**src/rtl/cfg_pkg.sv**
```systemverilog
// Shared configuration types and Cyclone IV E timing constants used by the
// configuration starter and the passive-serial loader.
`timescale 1ns/1ps
package cfg_pkg;

   typedef enum logic [2:0] {
      ST_IDLE      = 3'd0,
      ST_FETCH     = 3'd1,
      ST_SHIFT     = 3'd2,
      ST_WAIT_DONE = 3'd3,
      ST_INIT      = 3'd4,
      ST_DONE      = 3'd5,
      ST_ERROR     = 3'd6
   } ps_state_t;

   // Cyclone IV E passive-serial MSEL strap and nCONFIG timing (ns)
   localparam logic [3:0]  CIV_MSEL_PS     = 4'b1101;
   localparam int unsigned CIV_TCFG_NS     = 32'd500;
   localparam int unsigned CIV_TCF2CK_NS   = 32'd230000;
   localparam int unsigned CIV_INIT_CLOCKS = 32'd3192;

   function automatic int unsigned max_u(input int unsigned a, input int unsigned b);
      if (a > b) begin
         return a;
      end else begin
         return b;
      end
   endfunction

endpackage

```
**src/rtl/sync2.sv**
```systemverilog
// Two-flop synchronizer for asynchronous target status pins; clears to 0.
`timescale 1ns/1ps
module sync2 (
   input  logic clock_i,
   input  logic reset_i,
   input  logic d_i,
   output logic q_o
);

   logic meta_q;
   logic sync_q;

   // metastability stage followed by the stable output stage
   always_ff @(posedge clock_i) begin
      if (reset_i) begin
         meta_q <= 1'b0;
         sync_q <= 1'b0;
      end else begin
         meta_q <= d_i;
         sync_q <= meta_q;
      end
   end

   assign q_o = sync_q;

endmodule

```
**src/rtl/ps_loader.sv**
```systemverilog
// Passive-serial bitstream shifter: bytes go out LSB-first on DATA0 under a
// divided DCLK, then CONF_DONE is awaited and the init clocks are issued.
`timescale 1ns/1ps
module ps_loader
   import cfg_pkg::*;
#(
   parameter int unsigned CLK_DIV      = 32'd5,
   parameter int unsigned INIT_CLOCKS  = CIV_INIT_CLOCKS,
   parameter int unsigned DONE_TIMEOUT = 32'd1024
) (
   input  logic       clock,
   input  logic       reset,
   input  logic       start,
   input  logic [7:0] s_data,
   input  logic       s_valid,
   input  logic       s_last,
   output logic       s_ready,
   output logic       dclk,
   output logic       data0,
   input  logic       n_status,
   input  logic       conf_done,
   output logic       busy,
   output logic       done,
   output logic       error
);

   localparam int unsigned DW = $clog2(CLK_DIV + 32'd1);
   localparam int unsigned CW = $clog2(max_u(INIT_CLOCKS, DONE_TIMEOUT) + 32'd1);
   localparam logic [DW-1:0] DIV_LAST     = DW'(CLK_DIV - 32'd1);
   localparam logic [CW-1:0] INIT_LAST    = CW'(INIT_CLOCKS);
   localparam logic [CW-1:0] TIMEOUT_LAST = CW'(DONE_TIMEOUT);

   ps_state_t     state_q, state_d;
   logic          dclk_q, dclk_d;
   logic          data0_q, data0_d;
   logic [6:0]    shift_q, shift_d;
   logic          last_q, last_d;
   logic [2:0]    bit_q, bit_d;
   logic [DW-1:0] div_q, div_d;
   logic [CW-1:0] cnt_q, cnt_d;
   logic          s_ready_q, busy_q, done_q, error_q;

   logic          ns_sync_s, cd_sync_s;
   logic          phase_end_s, cycle_end_s, ns_fail_s, handshake_s;
   logic [DW-1:0] div_run_s;
   logic          dclk_run_s;
   logic [CW-1:0] cnt_inc_s;

   sync2 u_sync_nstatus (
      .clock_i (clock),
      .reset_i (reset),
      .d_i     (n_status),
      .q_o     (ns_sync_s)
   );

   sync2 u_sync_confdone (
      .clock_i (clock),
      .reset_i (reset),
      .d_i     (conf_done),
      .q_o     (cd_sync_s)
   );

   // A full DCLK cycle ends on the last cycle of the high phase.
   assign phase_end_s = (div_q == DIV_LAST);
   assign cycle_end_s = phase_end_s && dclk_q;
   assign div_run_s   = phase_end_s ? {DW{1'b0}} : (div_q + {{(DW-1){1'b0}}, 1'b1});
   assign dclk_run_s  = phase_end_s ? ~dclk_q : dclk_q;
   assign cnt_inc_s   = cnt_q + {{(CW-1){1'b0}}, 1'b1};
   assign handshake_s = s_valid && s_ready_q;
   assign ns_fail_s   = !ns_sync_s &&
                        (state_q inside {ST_FETCH, ST_SHIFT, ST_WAIT_DONE, ST_INIT});

   // next-state and datapath decode
   always_comb begin
      state_d = state_q;
      dclk_d  = dclk_q;
      data0_d = data0_q;
      shift_d = shift_q;
      last_d  = last_q;
      bit_d   = bit_q;
      div_d   = div_q;
      cnt_d   = cnt_q;

      case (state_q)
         ST_IDLE, ST_DONE, ST_ERROR: begin
            if (start) begin
               state_d = ST_FETCH;
            end else begin
               state_d = state_q;
            end
         end
         ST_FETCH: begin
            dclk_d = 1'b0;
            if (handshake_s) begin
               shift_d = s_data[7:1];
               data0_d = s_data[0];
               last_d  = s_last;
               bit_d   = 3'd0;
               div_d   = {DW{1'b0}};
               state_d = ST_SHIFT;
            end else begin
               state_d = ST_FETCH;
            end
         end
         ST_SHIFT: begin
            div_d  = div_run_s;
            dclk_d = dclk_run_s;
            if (cycle_end_s && (bit_q == 3'd7)) begin
               if (last_q) begin
                  data0_d = 1'b1;
                  cnt_d   = {CW{1'b0}};
                  state_d = ST_WAIT_DONE;
               end else begin
                  state_d = ST_FETCH;
               end
            end else if (cycle_end_s) begin
               bit_d   = bit_q + 3'd1;
               data0_d = shift_q[0];
               shift_d = {1'b0, shift_q[6:1]};
            end else begin
               state_d = ST_SHIFT;
            end
         end
         ST_WAIT_DONE: begin
            if (cd_sync_s) begin
               cnt_d   = {CW{1'b0}};
               div_d   = {DW{1'b0}};
               dclk_d  = 1'b0;
               state_d = ST_INIT;
            end else begin
               div_d  = div_run_s;
               dclk_d = dclk_run_s;
               if (cycle_end_s) begin
                  cnt_d = cnt_inc_s;
                  if (cnt_inc_s == TIMEOUT_LAST) begin
                     state_d = ST_ERROR;
                  end else begin
                     state_d = ST_WAIT_DONE;
                  end
               end else begin
                  state_d = ST_WAIT_DONE;
               end
            end
         end
         ST_INIT: begin
            div_d  = div_run_s;
            dclk_d = dclk_run_s;
            if (cycle_end_s) begin
               cnt_d = cnt_inc_s;
               if (cnt_inc_s == INIT_LAST) begin
                  state_d = ST_DONE;
               end else begin
                  state_d = ST_INIT;
               end
            end else begin
               state_d = ST_INIT;
            end
         end
         default: begin
            state_d = ST_IDLE;
            dclk_d  = 1'b0;
         end
      endcase

      // a target fault overrides whatever the state machine decided
      if (ns_fail_s) begin
         state_d = ST_ERROR;
         dclk_d  = 1'b0;
      end else begin
         state_d = state_d;
      end
   end

   // state, datapath and registered status outputs
   always_ff @(posedge clock) begin
      if (reset) begin
         state_q   <= ST_IDLE;
         dclk_q    <= 1'b0;
         data0_q   <= 1'b0;
         shift_q   <= 7'd0;
         last_q    <= 1'b0;
         bit_q     <= 3'd0;
         div_q     <= {DW{1'b0}};
         cnt_q     <= {CW{1'b0}};
         s_ready_q <= 1'b0;
         busy_q    <= 1'b0;
         done_q    <= 1'b0;
         error_q   <= 1'b0;
      end else begin
         state_q   <= state_d;
         dclk_q    <= dclk_d;
         data0_q   <= data0_d;
         shift_q   <= shift_d;
         last_q    <= last_d;
         bit_q     <= bit_d;
         div_q     <= div_d;
         cnt_q     <= cnt_d;
         s_ready_q <= (state_d == ST_FETCH);
         busy_q    <= !(state_d inside {ST_IDLE, ST_DONE, ST_ERROR});
         done_q    <= (state_d == ST_DONE);
         error_q   <= (state_d == ST_ERROR);
      end
   end

   assign s_ready = s_ready_q;
   assign dclk    = dclk_q;
   assign data0   = data0_q;
   assign busy    = busy_q;
   assign done    = done_q;
   assign error   = error_q;

endmodule

```
**config.mk**
```make
export PLATFORM = sky130hd
export DESIGN_NAME = ps_loader
export DESIGN_NICKNAME = d
export VERILOG_FILES = /design/src/rtl/cfg_pkg.sv /design/src/rtl/sync2.sv /design/src/rtl/ps_loader.sv
export SDC_FILE = /design/constraint.sdc
export NUM_CORES = 1
export LEC_CHECK = 0
export ABC_AREA = 0
export BUFFER_PORTS_ARGS = -buffer_cell sky130_fd_sc_hd__buf_2
export CORE_UTILIZATION = 50
export DETAILED_ROUTE_END_ITERATION = 12
export GPL_TIMING_DRIVEN = 0
export HOLD_SLACK_MARGIN = 0.03
export MAX_ROUTING_LAYER = met4
export PLACE_DENSITY_LB_ADDON = 0.3
export SLEW_MARGIN = 30
export SYNTH_ARGS = -nofsm -noshare
export SYNTH_HDL_FRONTEND = slang
export SYNTH_HIERARCHICAL = 1
export SYNTH_SLANG_ARGS = --single-unit
```
**constraint.sdc**
```tcl
create_clock -name clock -period 3.6 [get_ports clock]
set_clock_uncertainty 0.15 [all_clocks]
set_input_delay 0.9 -clock clock [delete_from_list [all_inputs] [get_ports clock]]
set_output_delay 0.9 -clock clock [all_outputs]
set_load 0.03 [all_outputs]
```
==> metrics.txt, run 1 <==
status=completed; # DRC=0; synth top area cells=dfxtp_1 (36%), nor2_1 (7.2%), nand2_1 (5.1%); flop-to-flop setup slack=570 ps; period utilisation layout=0.841; most numerous cell in the Yosys netlist=nor2_1; initial cell density of the core=0.533; gpl congestion=0.918; largest area contributor in the netlist=dfxtp_1; post-detailed-route wirelength per cell=13.0 µm; TritonCTS clock tree=built; clock sink count=39; flops & latches, synth=39; maximum clock rate=0.330 GHz; Routed Wire Length=4580 µm; EDFF count, synth=0; Synth Net Count=295; Die ar.=0.00466 mm²; Tmin final=3030 ps; Die Wd=68.2 µm; Die Height=68.2 µm; met1 Use GR=0.329; crit-path cells=inv_1 > ha_1 > and2_1 > ha_1 > clkbuf_1 > and2_1 > nand3_1 > o21a_1 > o41ai_1 > a311o_1 > a2111oi_0 > a2111oi_1; Async S/R FF share, synth=0; crit start category=flop; crit path kind=flop to flop; vias in the first global route=1687; share of layout cells above drive strength 1=0.140; Primary FF master, synth=dfxtp_1; Clock Latency Late Sink=290 ps; CP peak stage delay=370 ps; synthesized area=0.00219 mm²; drt first pass iters=4; first-pass GRT wire length=7690 µm; Cells after Synth=273; gr busiest metal=met1; Post-CTS Resized=0; RSZ-0062 raised after global routing=false; antenna cells=0; Slew @ Worst Pin=813 ps; vias=1953; Max-Cap Viols=0; final hold vios=0; PwrDens=542 mW/mm²; Hold Buf Count CTS=0; CTS clk-pin slew, worst paths=80 ps; DRT iter0 DRCs=118; GRT Residual Overflow=0; Yosys top cell area share=0.356; Synth cell types=53; Final nets=322; worst-path fanout max=8; Pleak=0.000945 µW; CP bufs+invs=2; synth warn=6; synth-to-layout area growth=11.3%; placed insts=343; initial antenna violation count=0; H-tree levels=2; Final TNS setup=0 ps; Post-CTS Setup Repair Bufs=0; final core utilization=0.593; endpoints failing setup=0; CTS root buffer=clkbuf_8; DP HPWL=3360 µm; met3 Use GR=0.0433; CTS Buffer Depth=2; critical path endpoint category=flop; Slew Limit Fails=0; Top Ports=21; Total GRT Usage=0.226; largest net degree at the start of global routing=13; met2 usage=0.306; delay-heaviest family, CP=compound AO/OA/AOI/OAI gates; min-delay worst type=flop to flop; Slowest-stage cell, CP=o41ai_1; Avg Cell Area, Syn=8.03 µm²; total CTS buffers=5; antenna-violating nets left=0; Crit path arrival time=3060 ps; post-route insts no fill=351; Worst slew margin=0.457; number of core rows=23; via-per-instance ratio=5.56; Seq/Total Area, Yosys=0.356; PortBufs=20; Worst Path Required=3630 ps; VDD IR max=0.390 mV; top cells by count, synth=nor2_1 (42), dfxtp_1 (39), nand2_1 (30); Core Footprint=0.00412 mm²
-- worst reg2reg max path: stages, from the launching register on --
cell and delay [ps]:
dfxtp_1 340, inv_1 60, ha_1 160, and2_1 140
ha_1 140, clkbuf_1 270, and2_1 200, nand3_1 80
o21a_1 210, o41ai_1 370, a311o_1 310, a2111oi_0 100
a2111oi_1 370
-- layout make-up --
cell class	instances	area [µm²]
Fill cell	372	1670
Multi-Input combinational cell	211	1320
Sequential cell	39	781
Timing Repair Buffer	20	100
Buffer	19	77.6
Clock buffer	6	72.6
Tap cell	50	62.6
Inverter	4	15.0
Clock inverter	2	12.5
-- where the power goes --
group / switching, µW / total [µW] / leakage, µW / internal (µW)
registers: 25.4 / 503 / 0.000316 / 477
logic: 345 / 527 / 0.000587 / 182
clock network: 157 / 293 / 0.0000412 / 135
total: 527 / 1320 / 0.000945 / 795
-- sequential cells by signal, summed over array words and instances (netlist names) --
signal                  cells
u_sync_confdone/meta_q      1
bit_q                       3
u_sync_nstatus/meta_q       1
error                       1
dclk                        1
data0                       1
busy                        1
state_q                     3
last_q                      1
div_q                       3
cnt_q                      12
u_sync_confdone/q_o         1
done                        1
u_sync_nstatus/q_o          1
s_ready                     1
shift_q                     7
-- worst paths after layout --
path                              start            endpoint  cells past startpoint
hold / removal    u_sync_nstatus/meta_q  u_sync_nstatus/q_o                      1
setup reg to reg               div_q[0]                busy                     12
hold reg to reg   u_sync_nstatus/meta_q  u_sync_nstatus/q_o                      1
setup / recovery               div_q[0]                busy                     12
-- placed cells by master, fill, tap and decap left out, types with 3 or more instances in the layout --
cell      Yosys  routed
clkbuf_1     14      15
or2_2         3       3
mux2i_1       4       4
o21a_1        3       3
inv_1         4       4
ha_1          7       7
a311oi_1      6       6
nand2_1      30      30
xnor2_1       5       5
and3_1        3       3
a21oi_1      14      14
nand2b_1      3       3
o21ai_0      11      11
and2_1        4       4
clkbuf_8      0       5
nor2_1       42      42
nor3_1        6       6
a22oi_1       3       3
buf_2         5      25
dfxtp_1      39      39
nor2b_1      10      10
a31oi_1       4       4
xor2_1        9       9
nand3_1       7       7
nand3b_1      4       4
-- metrics by stage --
step	setup slack [ps]	hold WS [ps]	instance area, µm²	total power (µW)
2_1_floorplan	892	264	2190	905
3_3_place_gp	515	268	2360	1020
4_1_cts	533	295	2440	1320
5_1_grt	282	303	2440	1420
3_5_place_dp	530	277	2360	1030
6_report	573	288	2440	1320
-- logic make-up after synthesis --
family	Yosys count	share of synthesized area
buffers and inverters	23	0.0422
adders and majority gates	7	0.0399
DFF	39	0.356
and+or+nand+nor	125	0.290
xor gates and xnor gates	15	0.0633
AOI/OAI and AO/OA	60	0.191
muxes	4	0.0183
-- layer usage --
metal | part of all wire | up-vias
met5 | 0 | -
met4 | 0.012 | 0
met2 | 0.41 | 39
met3 | 0.050 | 6
li1 | - | 1011
met1 | 0.53 | 897
(Power assumes the default switching activity.)
==> inputs of run 2 (changes only) <==
- clock period: 3.6 -> 2.5 ns (I/O delays scaled with it)
==> run 2 against run 1 <==
The flow now finishes with violations (negative setup slack). Combinational power grew 100%. Fmax increased by 13%. Largest power group unchanged. Non-clock buffer count rose by 13.
==> metrics.txt, run 2 (synthesis results as in run 1) <==
violated checks=negative setup slack; Die Height=68.2 µm; Hold Buf Count CTS=0; min-delay worst type=flop to flop; Max-Cap Viols=0; Core Footprint=0.00412 mm²; antenna cells=0; CTS clk-pin slew, worst paths=80 ps; Slew @ Worst Pin=611 ps; Worst slew margin=0.593; status=finished, violations left; Clock Latency Late Sink=290 ps; total CTS buffers=5; PwrDens=801 mW/mm²; Top Ports=21; top flop regs=cnt_q: 12 flops, shift_q: 7 flops; drt first pass iters=4; final core utilization=0.675; post-route insts no fill=364; Place WS=-298 ps; crit-path cells=inv_2 > ha_4 > and2_4 > ha_4 > and2_4 > nand3_2 > o21a_4 > o41ai_2 > a311o_1 > buf_4 > or2b_1 > nor2_2; DP HPWL=3350 µm; Worst Path Required=2580 ps; hold slack=308 ps; vias in the first global route=1799; endpoints failing setup=5; antenna-violating nets left=0; post-detailed-route wirelength per cell=14.2 µm; first-pass GRT wire length=8020 µm; maximum clock rate=0.372 GHz; RSZ-0062 raised after global routing=true; largest net degree at the start of global routing=14; CP peak stage delay=350 ps; placed insts=343; TritonCTS clock tree=built; CTS Buffer Depth=2; setup ws final=-190 ps; placed cell area=0.00242 mm²; initial cell density of the core=0.533; Final nets=335; Crit path arrival time=2770 ps; crit start category=flop; GRT Residual Overflow=0; clock sink count=39; # DRC=0; VDD IR max=0.568 mV; synth-to-layout area growth=26.6%; PortBufs=20; initial antenna violation count=0; period utilisation layout=1.08; commonest non-fill, non-tap cell in the layout=nor2_1; H-tree levels=2; gpl congestion=0.953; Slew Limit Fails=0; Routed Wire Length=5160 µm; Total GRT Usage=0.238; Design Area, Final=0.00278 mm²; most frequent cells in the layout=nor2_1 (39), dfxtp_1 (30), nand2_1 (27), buf_2 (22), buf_4 (15); vias=2085; final hold vios=0; Die ar.=0.00466 mm²; via-per-instance ratio=5.73; DRT iter0 DRCs=127; Die Wd=68.2 µm; number of core rows=23; Pleak=0.00105 µW; worst-path fanout max=4; share of layout cells above drive strength 1=0.309; max reg flops=12; Top reg by flops=cnt_q; Tmin final=2690 ps; CTS root buffer=clkbuf_8; Slowest-stage cell, CP=a311o_1; crit path kind=flop to flop; critical path endpoint category=flop
run 2: cell types whose count changed in the layout (fill, tap and decap cells not counted), sizes merged:
cell | before | now
buf | 25 | 40
clkinvlp | 1 | 2
clkbuf | 20 | 17
run 2: cell type report:
type / instances / area, µm²
sequential: 39 / 792
timing repair buffer: 34 / 209
clock buffer: 5 / 68.8
inverter: 4 / 15.0
tap: 50 / 62.6
clock inverter: 3 / 20.0
buffer: 18 / 86.3
multi-input combinational: 211 / 1520
fill: 318 / 1340
run 2: what timing repair did:
| item | 4_1_cts | 5_1_grt |
|---|---|---|
| hold endpoints to repair | 0 | 0 |
| pin swaps | 13 | 11 |
| endpoints found under the setup margin | 12 | 19 |
| setup buffers | 7 | 7 |
| resized for setup | 23 | 21 |
run 2: metrics by stage:
step	TNS (ps)	total power [µW]
6_report	-627	2230
5_1_grt	-1320	2350
4_1_cts	-267	2100
3_5_place_dp	-2070	1530
3_3_place_gp	-2320	1520
2_1_floorplan	-2.57	1350
run 2: per-layer routing:
| layer | up-vias | routed length [µm] | track usage |
|---|---|---|---|
| li1 | 1041 | - | - |
| met1 | 987 | 2430 | 0.318 |
| met2 | 47 | 2440 | 0.358 |
| met3 | 10 | 221 | 0.0600 |
| met4 | 0 | 73 | 0.0599 |
| met5 | - | 0 | - |
run 2: final timing paths:
path,start,to,slack (ps),depth (start not counted)
max,div_q[0],done,-190,12
min,u_sync_confdone/meta_q,u_sync_confdone/q_o,310,1
max reg2reg,div_q[0],done,-190,12
min reg2reg,u_sync_confdone/meta_q,u_sync_confdone/q_o,310,1
run 2: where the power goes:
group | internal (µW) | switching [µW] | leakage [µW]
combinational | 427 | 643 | 0.000686
clock | 194 | 237 | 0.0000402
sequential | 690 | 35.1 | 0.000321
run 2: critical path: cells and delay by family, from the launching register on:
| family | cells | cell delay (ps) |
|---|---|---|
| AND/OR/NAND/NOR | 5 | 780 |
| adder cells (fa/ha/maj) | 2 | 260 |
| buffers and inverters | 2 | 230 |
| flip-flops | 1 | 330 |
| AO/OA/AOI/OAI | 3 | 870 |
